## config.mk

```make
export PLATFORM = sky130hd
export DESIGN_NAME = msrv32_store_unit_mw
export DESIGN_NICKNAME = d
export VERILOG_FILES = /design/src/rtl/msrv32_pkg.sv /design/src/rtl/msrv32_store_align.sv /design/src/rtl/msrv32_store_unit_mw.sv
export SDC_FILE = /design/constraint.sdc
export NUM_CORES = 1
export LEC_CHECK = 0
export BUFFER_PORTS_ARGS = -buffer_cell sky130_fd_sc_hd__clkbuf_2
export CAP_MARGIN = 20
export CORE_MARGIN = 2
export CORE_UTILIZATION = 55
export DETAILED_ROUTE_END_ITERATION = 6
export PLACE_DENSITY = 0.88
export SYNTH_ARGS = -nofsm -noshare
export SYNTH_HDL_FRONTEND = slang
export SYNTH_SLANG_ARGS = --single-unit
```

## constraint.sdc

```tcl
create_clock -name ms_riscv32_mp_clk_in -period 2.9 [get_ports ms_riscv32_mp_clk_in]
set_input_delay 0.29 -clock ms_riscv32_mp_clk_in [delete_from_list [all_inputs] [get_ports ms_riscv32_mp_clk_in]]
set_output_delay 0.29 -clock ms_riscv32_mp_clk_in [all_outputs]
set_load 0.03 [all_outputs]
```

## src/rtl/msrv32_pkg.sv

```systemverilog
// Shared definitions for the msrv32 data-memory store path:
// store size encodings, store-unit states and fault causes.
package msrv32_pkg;

  typedef enum logic [1:0] {
    SZ_B = 2'b00,
    SZ_H = 2'b01,
    SZ_W = 2'b10,
    SZ_D = 2'b11
  } store_size_e;

  typedef enum logic [1:0] {
    ST_IDLE  = 2'b00,
    ST_BEAT0 = 2'b01,
    ST_BEAT1 = 2'b10,
    ST_FAULT = 2'b11
  } store_state_e;

  localparam logic CAUSE_MISALIGN = 1'b0;
  localparam logic CAUSE_SIZE     = 1'b1;

endpackage

```

## src/rtl/msrv32_store_align.sv

```systemverilog
// Combinational lane aligner: places the low size bytes of the store data
// at the byte offset across a double-width lane window (beat0 low, beat1 high).
module msrv32_store_align
  import msrv32_pkg::*;
#(
  parameter  int unsigned DATA_W = 32,
  localparam int unsigned BUS_B  = DATA_W / 8,
  localparam int unsigned OFF_W  = $clog2(BUS_B)
) (
  input  logic [1:0]          size_in,
  input  logic [OFF_W-1:0]    off_in,
  input  logic [DATA_W-1:0]   data_in,
  output logic [2*BUS_B-1:0]  wide_mask_out,
  output logic [2*DATA_W-1:0] wide_data_out,
  output logic                split_out,
  output logic                misaligned_out
);

  logic [3:0]        sz_bytes;
  logic [BUS_B-1:0]  lane_mask;
  logic [DATA_W-1:0] lane_data;

  assign sz_bytes = 4'd1 << size_in;

  always_comb begin
    lane_mask = '0;
    lane_data = '0;
    for (int unsigned i = 0; i < BUS_B; i++) begin
      if (i < 32'(sz_bytes)) begin
        lane_mask[i]       = 1'b1;
        lane_data[8*i +: 8] = data_in[8*i +: 8];
      end
    end
  end

  assign wide_mask_out  = {{BUS_B{1'b0}}, lane_mask} << off_in;
  assign wide_data_out  = {{DATA_W{1'b0}}, lane_data} << {off_in, 3'b000};
  assign split_out      = |wide_mask_out[2*BUS_B-1:BUS_B];
  // Natural alignment: offset must be a multiple of the access size.
  assign misaligned_out = (4'(off_in) & (sz_bytes - 4'd1)) != 4'd0;

endmodule

```

## src/rtl/msrv32_store_unit_mw.sv

```systemverilog
// Sequential data-memory store unit: latches a store request, then drives
// one or two registered write beats with req/ack handshaking, or faults.
module msrv32_store_unit_mw
  import msrv32_pkg::*;
#(
  parameter  int unsigned ADDR_W      = 32,
  parameter  int unsigned DATA_W      = 32,
  parameter  bit          MISALIGN_EN = 1'b1,
  localparam int unsigned BUS_B       = DATA_W / 8,
  localparam int unsigned OFF_W       = $clog2(BUS_B)
) (
  input  logic              ms_riscv32_mp_clk_in,
  input  logic              ms_riscv32_mp_rst_n_in,
  input  logic [1:0]        func3_in,
  input  logic [ADDR_W-1:0] iaddr_in,
  input  logic [DATA_W-1:0] rs2_in,
  input  logic              mem_wr_req_in,
  input  logic              ms_riscv32_mp_dmwr_ack_in,
  output logic [ADDR_W-1:0] ms_riscv32_mp_dmaddr_out,
  output logic [DATA_W-1:0] ms_riscv32_mp_dmdata_out,
  output logic [BUS_B-1:0]  ms_riscv32_mp_dmwr_mask_out,
  output logic              ms_riscv32_mp_dmwr_req_out,
  output logic              store_busy_out,
  output logic              store_done_out,
  output logic              store_fault_out,
  output logic              fault_cause_out
);

  store_state_e      state_q, state_d;
  logic [ADDR_W-1:0] base_q, base_d;
  logic [DATA_W-1:0] hi_data_q, hi_data_d;
  logic [BUS_B-1:0]  hi_mask_q, hi_mask_d;
  logic              split_q, split_d;
  logic [ADDR_W-1:0] dmaddr_q, dmaddr_d;
  logic [DATA_W-1:0] dmdata_q, dmdata_d;
  logic [BUS_B-1:0]  mask_q, mask_d;
  logic              req_q, req_d;
  logic              done_q, done_d;
  logic              fault_q, fault_d;
  logic              cause_q, cause_d;

  logic [2*BUS_B-1:0]  wide_mask;
  logic [2*DATA_W-1:0] wide_data;
  logic                split;
  logic                misaligned;
  logic                illegal_size;
  logic [ADDR_W-1:0]   aligned_addr;

  msrv32_store_align #(.DATA_W(DATA_W)) u_align (
    .size_in        (func3_in),
    .off_in         (iaddr_in[OFF_W-1:0]),
    .data_in        (rs2_in),
    .wide_mask_out  (wide_mask),
    .wide_data_out  (wide_data),
    .split_out      (split),
    .misaligned_out (misaligned)
  );

  assign illegal_size = (DATA_W == 32) && (store_size_e'(func3_in) == SZ_D);
  assign aligned_addr = {iaddr_in[ADDR_W-1:OFF_W], {OFF_W{1'b0}}};

  always_comb begin
    state_d   = state_q;
    base_d    = base_q;
    hi_data_d = hi_data_q;
    hi_mask_d = hi_mask_q;
    split_d   = split_q;
    dmaddr_d  = dmaddr_q;
    dmdata_d  = dmdata_q;
    mask_d    = mask_q;
    req_d     = req_q;
    done_d    = 1'b0;
    fault_d   = 1'b0;
    cause_d   = 1'b0;
    unique case (state_q)
      ST_IDLE: begin
        if (mem_wr_req_in) begin
          if (illegal_size) begin
            state_d = ST_FAULT;
            fault_d = 1'b1;
            cause_d = CAUSE_SIZE;
          end else if (!MISALIGN_EN && misaligned) begin
            state_d = ST_FAULT;
            fault_d = 1'b1;
            cause_d = CAUSE_MISALIGN;
          end else begin
            // Both beats are computed at accept; beat1 is parked until beat0 is acked.
            state_d   = ST_BEAT0;
            base_d    = aligned_addr;
            dmaddr_d  = aligned_addr;
            dmdata_d  = wide_data[DATA_W-1:0];
            mask_d    = wide_mask[BUS_B-1:0];
            hi_data_d = wide_data[2*DATA_W-1:DATA_W];
            hi_mask_d = wide_mask[2*BUS_B-1:BUS_B];
            split_d   = split;
            req_d     = 1'b1;
          end
        end
      end
      ST_BEAT0: begin
        if (ms_riscv32_mp_dmwr_ack_in) begin
          if (split_q) begin
            state_d  = ST_BEAT1;
            dmaddr_d = base_q + ADDR_W'(BUS_B);
            dmdata_d = hi_data_q;
            mask_d   = hi_mask_q;
          end else begin
            state_d = ST_IDLE;
            req_d   = 1'b0;
            done_d  = 1'b1;
          end
        end
      end
      ST_BEAT1: begin
        if (ms_riscv32_mp_dmwr_ack_in) begin
          state_d = ST_IDLE;
          req_d   = 1'b0;
          done_d  = 1'b1;
        end
      end
      ST_FAULT: state_d = ST_IDLE;
      default:  state_d = ST_IDLE;
    endcase
  end

  always_ff @(posedge ms_riscv32_mp_clk_in or negedge ms_riscv32_mp_rst_n_in) begin
    if (!ms_riscv32_mp_rst_n_in) begin
      state_q   <= ST_IDLE;
      base_q    <= '0;
      hi_data_q <= '0;
      hi_mask_q <= '0;
      split_q   <= 1'b0;
      dmaddr_q  <= '0;
      dmdata_q  <= '0;
      mask_q    <= '0;
      req_q     <= 1'b0;
      done_q    <= 1'b0;
      fault_q   <= 1'b0;
      cause_q   <= 1'b0;
    end else begin
      state_q   <= state_d;
      base_q    <= base_d;
      hi_data_q <= hi_data_d;
      hi_mask_q <= hi_mask_d;
      split_q   <= split_d;
      dmaddr_q  <= dmaddr_d;
      dmdata_q  <= dmdata_d;
      mask_q    <= mask_d;
      req_q     <= req_d;
      done_q    <= done_d;
      fault_q   <= fault_d;
      cause_q   <= cause_d;
    end
  end

  assign ms_riscv32_mp_dmaddr_out    = dmaddr_q;
  assign ms_riscv32_mp_dmdata_out    = dmdata_q;
  assign ms_riscv32_mp_dmwr_mask_out = mask_q;
  assign ms_riscv32_mp_dmwr_req_out  = req_q;
  assign store_busy_out              = (state_q != ST_IDLE);
  assign store_done_out              = done_q;
  assign store_fault_out             = fault_q;
  assign fault_cause_out             = cause_q;

endmodule

```

# ---- Word level (Yosys, flattened, before mapping)
# Cells that the tools add are included.
# Widths: inputs -> output; s select.
dict set report word_totals {
  mem_bits_ro 0
  input_bits 70
  elab_cells 81
  out_inout_bits 73
  reg_bits 140
  mem_bits_rw 0
  n_memories 0
  latch_bits 0
}
dict set report op_classes {
  n_addsub 1
  magnitude_cmp 4
  n_mux 42
  div_mod_pow 0
  eq_ne 10
  reduce_logical 9
  shifts 3
  n_bitwise 1
  n_mul 0
}
# op n
set op_table {}
lappend op_table {{$mux 32} 8}
lappend op_table {{$pmux 32 s2} 2}
lappend op_table {{$shl 32x5->64} 1}
lappend op_table {{$add 32x3->32 const B} 1}
lappend op_table {{$mux 8} 4}
lappend op_table {{$mux 4} 4}
lappend op_table {{$mux 1} 15}
lappend op_table {{$ne 2x2->1 const B} 6}
lappend op_table {{$mux 2} 5}
lappend op_table {{$lt 1x4->1 const A} 2}
lappend op_table {{$lt 2x4->1 const A} 2}
lappend op_table {{$pmux 2 s4} 1}
lappend op_table {{$pmux 4 s2} 1}
lappend op_table {{$shl 4x2->8} 1}
lappend op_table {{$eq 2x2->1 const B} 3}
lappend op_table {{$reduce_and 3->1} 2}
lappend op_table {{$reduce_and 6->1} 1}
lappend op_table {{$reduce_and 5->1} 1}
lappend op_table {{$reduce_bool 2->1} 2}
lappend op_table {{$reduce_or 4->1} 1}
lappend op_table {{$shl 1x2->4 const A} 1}
lappend op_table {{$pmux 1 s3} 1}
lappend op_table {{$reduce_bool 3->1} 1}
lappend op_table {{$eq 2x1->1 const B} 1}
lappend op_table {{other kinds (3)} 3}

# ---- Logic depth before layout (Yosys ltp)
dict set report depth {
  word_depth 7
  depth_mapped 10
  ltp_nobuf 7
}

# ---- Cells and area by module
# A second synthesis with hierarchy kept.
dict set report unflattened {
  cells_unflattened 720
  area_unflattened_um2 7385.8
}
# mod instances cells_per_inst area_per_inst_um2
set modules_own_cells {}
lappend modules_own_cells {msrv32_store_unit_mw 1 571 6414.9}
lappend modules_own_cells {msrv32_store_align 1 149 970.9}

# ---- Worst setup path after synthesis
# Ideal clock, no wire load.
dict set report synth_path {
  kind {register to register}
  startpoint {register state_q[1]}
  endpoint {register dmaddr_q[19] (netlist: ms_riscv32_mp_dmaddr_out[19])}
  arrival_time_ns 1.895
  setup_time_ns 0.118
  path_stages_with_launch 11
  path_buffers 3
  path_slack_ns 0.887
  required_time_ns 2.782
  cell_sequence {dfrtp_1 -> inv_1 -> ha_1 -> clkbuf_1 -> inv_1 -> nand2_1 -> a22o_1 -> clkbuf_1 -> clkbuf_1 -> a311oi_1 -> a21o_1}
}
dict set report synth_via {
  elab_chain_len 3
  elab_cells_between_ends 9
  classes_between {5 x eq/ne; 1 x mux; 3 x reduce/logical}
}
# item line_no
set synth_lines {}
lappend synth_lines {{start, declared} msrv32_store_unit_mw.sv:29} ;# store_state_e state_q, state_d;
lappend synth_lines {{start signal, assigned} msrv32_store_unit_mw.sv:141} ;# state_q <= state_d;
lappend synth_lines {{$eq 2x1->1 or $logic_not 2->1 (tied branches)} msrv32_store_unit_mw.sv:75} ;# unique case (state_q)
lappend synth_lines {{$ne 2x2->1 (no source line) or $reduce_bool 2->1 (tied branches)} --}
lappend synth_lines {{$reduce_and 5->1 (no source line)} --}
lappend synth_lines {{end signal, assigned} msrv32_store_unit_mw.sv:146} ;# dmaddr_q <= dmaddr_d;
lappend synth_lines {{end, declared} msrv32_store_unit_mw.sv:34} ;# logic [ADDR_W-1:0] dmaddr_q, dmaddr_d;
# Parallel ways exist; a longest one is shown, timed or not.
# A chain may end at the register's enable or synchronous reset.

# ---- Worst setup path after layout
dict set report layout_path {
  startpoint {register state_q[1]}
  endpoint {register hi_data_q[16]}
}
dict set report layout_via {
  elab_chain_len 2
}
# item line_no
set layout_lines {}
lappend layout_lines {{$logic_not 2->1} msrv32_store_unit_mw.sv:75}
lappend layout_lines {{$reduce_and 3->1 (no source line)} --}
lappend layout_lines {{end signal, assigned} msrv32_store_unit_mw.sv:143} ;# hi_data_q <= hi_data_d;
lappend layout_lines {{end, declared} msrv32_store_unit_mw.sv:31} ;# logic [DATA_W-1:0] hi_data_q, hi_data_d;
# No other way between the ends.

==> flow_summary.toml <==
[place]
placed_cells = 993
dp_hpwl_um = 12200
routabilityCongestion = 0.949
io_buffers = 140
place_area_um2 = 7420

[critical_path]
r2r-end = "hi_data_q[16]"
endpoint_kind = "register"
worst-r2r-cell-count = 7
required_ns = 3.25
crit_type = "reg2reg"
r2r-start = "state_q[1]"
cp-start-kind = "register"
arrival_ns = 2.55
crit_fanout = 9
r2r_slack_ns = 0.70

[timing]
slew_viol_final = 0
setup_violations = 0
min_period_over_period = 0.758
fin_skew_ns = 0.00728
max_freq_mhz = 455
worst_pin_slew_ns = 0.781
rsz0062_at_grt = "false"
tns_ns = 0
slew_headroom = 0.480
finalHoldViolCount = 0
min_period_ns = 2.20

[layout]
area_delta_synth_final_pct = 22.7
drive_gt1_frac = 0.242
nets = 946
final-seq-area_um2 = 3230
fill_cells = 880
finalNonFillerCells = 1026
num_antenna_cells = 0
fin_area_um2 = 8070
multi_input_area_um2 = 3130

[cts]
cts_max_level = 4
clockBufferDepth = 2
clkLatencyLatePin_ns = 0.42
cts-root-buf = "clkbuf_16"
tritoncts = "yes"
cts_buffers = 17
clkSinkCount = 129
post-cts-setup-buffers = 0
path_clk_slew_ns = 0.06

[global_routing]
first_global_vias = 5764
antenna_found_initial = 0
grt_use_total = 0.290
grt_remaining_overflow = 0
grt_start_max_net_pins = 61
grt_pass1_wl_um = 29200

[detailed_routing]
wirelength_um = 17800
vias_per_cell = 5.84
post_drt_wl_per_cell_um = 17.4
vias = 5996
ant_nets = 0
drt_drc_violations_left = 0
drt_iter0_markers = 644
dr.pass1.iters = 6

[power]
power_mw = 9.44
p_per_area_nw_per_um2 = 1170
ir_worst_vdd_mv = 0.748
power_leakage_nw = 3.90

[die]
die_area_um2 = 12900
die_y_um = 113
dieWidth_um = 113
start_util = 0.569
fp-row-count = 39
pin_count = 143
fp.coreArea_um2 = 11600

[status]
status = "complete, no violations"

[hold_path]
min_delay_worst_endpoint = "base_q[27]"
holdPathStages = 3
hold_start = "iaddr_in[27]"
min_path_type = "in2reg"

[synthesis]
yosys_warnings = 0
synth_area_per_cell_um2 = 8.82
synth_edf_count = 0
synth_cells = 746
ys.flop_type = "dfrtp_1"
synth-seq-cells = 129
async_flop_share = 1.00
ys_seq_area_frac = 0.491
ys_types = 46
syn_area_um2 = 6580

[job]
drv_cap = 0
cells by family (layout without fill, tap and decap cells):
| kind of cell | after synthesis | count (layout) | synth area share |
|---|---|---|---|
| other | 1 | 2 | 0.000570 |
| and+or+nand+nor | 314 | 314 | 0.206 |
| AOI/OAI and AO/OA | 181 | 181 | 0.176 |
| xor gates and xnor gates | 26 | 26 | 0.0346 |
| muxes | 27 | 27 | 0.0437 |
| DFF | 129 | 129 | 0.491 |
| buffers and inverters | 62 | 198 | 0.0378 |
| adders and majority gates | 6 | 6 | 0.0114 |
critical path: stages (launching register included):
cell,delay (ns)
dfrtp_1,0.40
inv_1,0.13
ha_1,0.30
nand2_1,0.14
a21oi_4,0.13
nand3_1,0.18
nor2_1,0.60
a22o_1,0.24
metrics by stage:
stage | setup slack (ns) | utilization | hold slack, ns
after floorplan | 0.887 | - | -0.00559
final | 0.701 | 0.698 | 0.0773
after global placement | 0.810 | 0.642 | 0.414
after global routing | 0.532 | 0.698 | 0.101
after CTS | 0.739 | 0.698 | 0.0738
after detailed placement | 0.803 | 0.642 | 0.413
repair_timing:
| item | 4_1_cts | 5_1_grt |
|---|---|---|
| hold endpoints to repair | 57 | 0 |
| hold buffers | 1 | 0 |
| gates resized for setup | 0 | 0 |
cell usage after synthesis, types with 3 or more instances:
| library cell | n | share of area |
|---|---|---|
| a21o_1 | 4 | 0.0046 |
| a21oi_1 | 30 | 0.023 |
| a221oi_1 | 8 | 0.011 |
| a22o_1 | 16 | 0.021 |
| a22oi_1 | 19 | 0.022 |
| a311oi_1 | 3 | 0.0040 |
| and4_1 | 3 | 0.0040 |
| buf_1 | 6 | 0.0034 |
| buf_2 | 4 | 0.0030 |
| buf_4 | 3 | 0.0034 |
| clkbuf_1 | 40 | 0.023 |
| dfrtp_1 | 129 | 0.49 |
| ha_1 | 6 | 0.011 |
| inv_1 | 9 | 0.0051 |
| mux2_2 | 14 | 0.024 |
| mux2i_1 | 13 | 0.020 |
| nand2_1 | 211 | 0.12 |
| nand2b_1 | 7 | 0.0067 |
| nand3_1 | 14 | 0.011 |
| nand4_1 | 10 | 0.0095 |
| nor2_1 | 42 | 0.024 |
| nor3_1 | 8 | 0.0061 |
| nor4_1 | 4 | 0.0038 |
| o211ai_1 | 4 | 0.0046 |
| o21ai_0 | 76 | 0.058 |
| o221ai_1 | 9 | 0.012 |
| o2bb2ai_1 | 7 | 0.0093 |
| xnor2_1 | 13 | 0.017 |
| xor2_1 | 13 | 0.017 |
worst max path at each step:
stage / end / from / slack, ns / depth (start not counted)
after global routing: hi_data_q[19] / state_q[1] / 0.53 / 7
final: hi_data_q[16] / state_q[1] / 0.70 / 7
after detailed placement: hi_data_q[19] / state_q[1] / 0.80 / 7
after global placement: hi_data_q[19] / state_q[0] / 0.81 / 7
after floorplan: ms_riscv32_mp_dmaddr_out[19] / state_q[1] / 0.89 / 10
after CTS: hi_data_q[16] / state_q[1] / 0.74 / 7
area by class of cell:
cell class | instances | share of cell area
multi-input combinational | 556 | 0.388
inverter | 9 | 0.00419
sequential | 129 | 0.400
clock buffer | 22 | 0.0600
clock inverter | 10 | 0.0192
tap | 143 | 0.0222
timing repair buffer | 157 | 0.106
power by group:
part	switching, mW	leakage, nW	internal, mW
combinational	2.66	1.95	1.27
sequential	0.623	1.64	2.59
clock	0.773	0.312	1.52
total	4.06	3.90	5.38
state kept, by name, indices dropped and copies added, names as in the netlist:
register	flops
hi_mask_q	3
store_done_out	1
ms_riscv32_mp_dmwr_mask_out	4
ms_riscv32_mp_dmaddr_out	30
base_q	30
ms_riscv32_mp_dmwr_req_out	1
state_q	2
ms_riscv32_mp_dmdata_out	32
hi_data_q	24
split_q	1
fault_cause_out	1
layout by cell type, fill, tap and decap left out, drive strengths merged, types with 3 or more instances in the layout:
| cell | instances |
|---|---|
| xnor2 | 13 |
| nor4 | 5 |
| mux2 | 14 |
| nor2 | 42 |
| a22oi | 19 |
| a21o | 4 |
| clkinv | 4 |
| mux2i | 13 |
| buf | 17 |
| a221oi | 8 |
| nand3 | 14 |
| bufinv | 4 |
| nand2 | 211 |
| nand2b | 7 |
| ha | 6 |
| a311oi | 3 |
| o21ai | 76 |
| and4 | 3 |
| clkbuf | 161 |
| inv | 9 |
| dfrtp | 129 |
| xor2 | 13 |
| a22o | 16 |
| nand4 | 12 |
| o211ai | 4 |
| o2bb2ai | 7 |
| o221ai | 10 |
| nor3 | 9 |
| a21oi | 30 |
layer usage:
layer  GRT usage  vias to the layer above  routed length [um]
li1            -                     2835                   -
met1       0.396                     2816                7700
met2       0.449                      297                8180
met3      0.0723                       48                1410
met4       0.113                        0                 550
met5           0                        -                   0
Note: power is estimated with default switching activity, not from simulation.
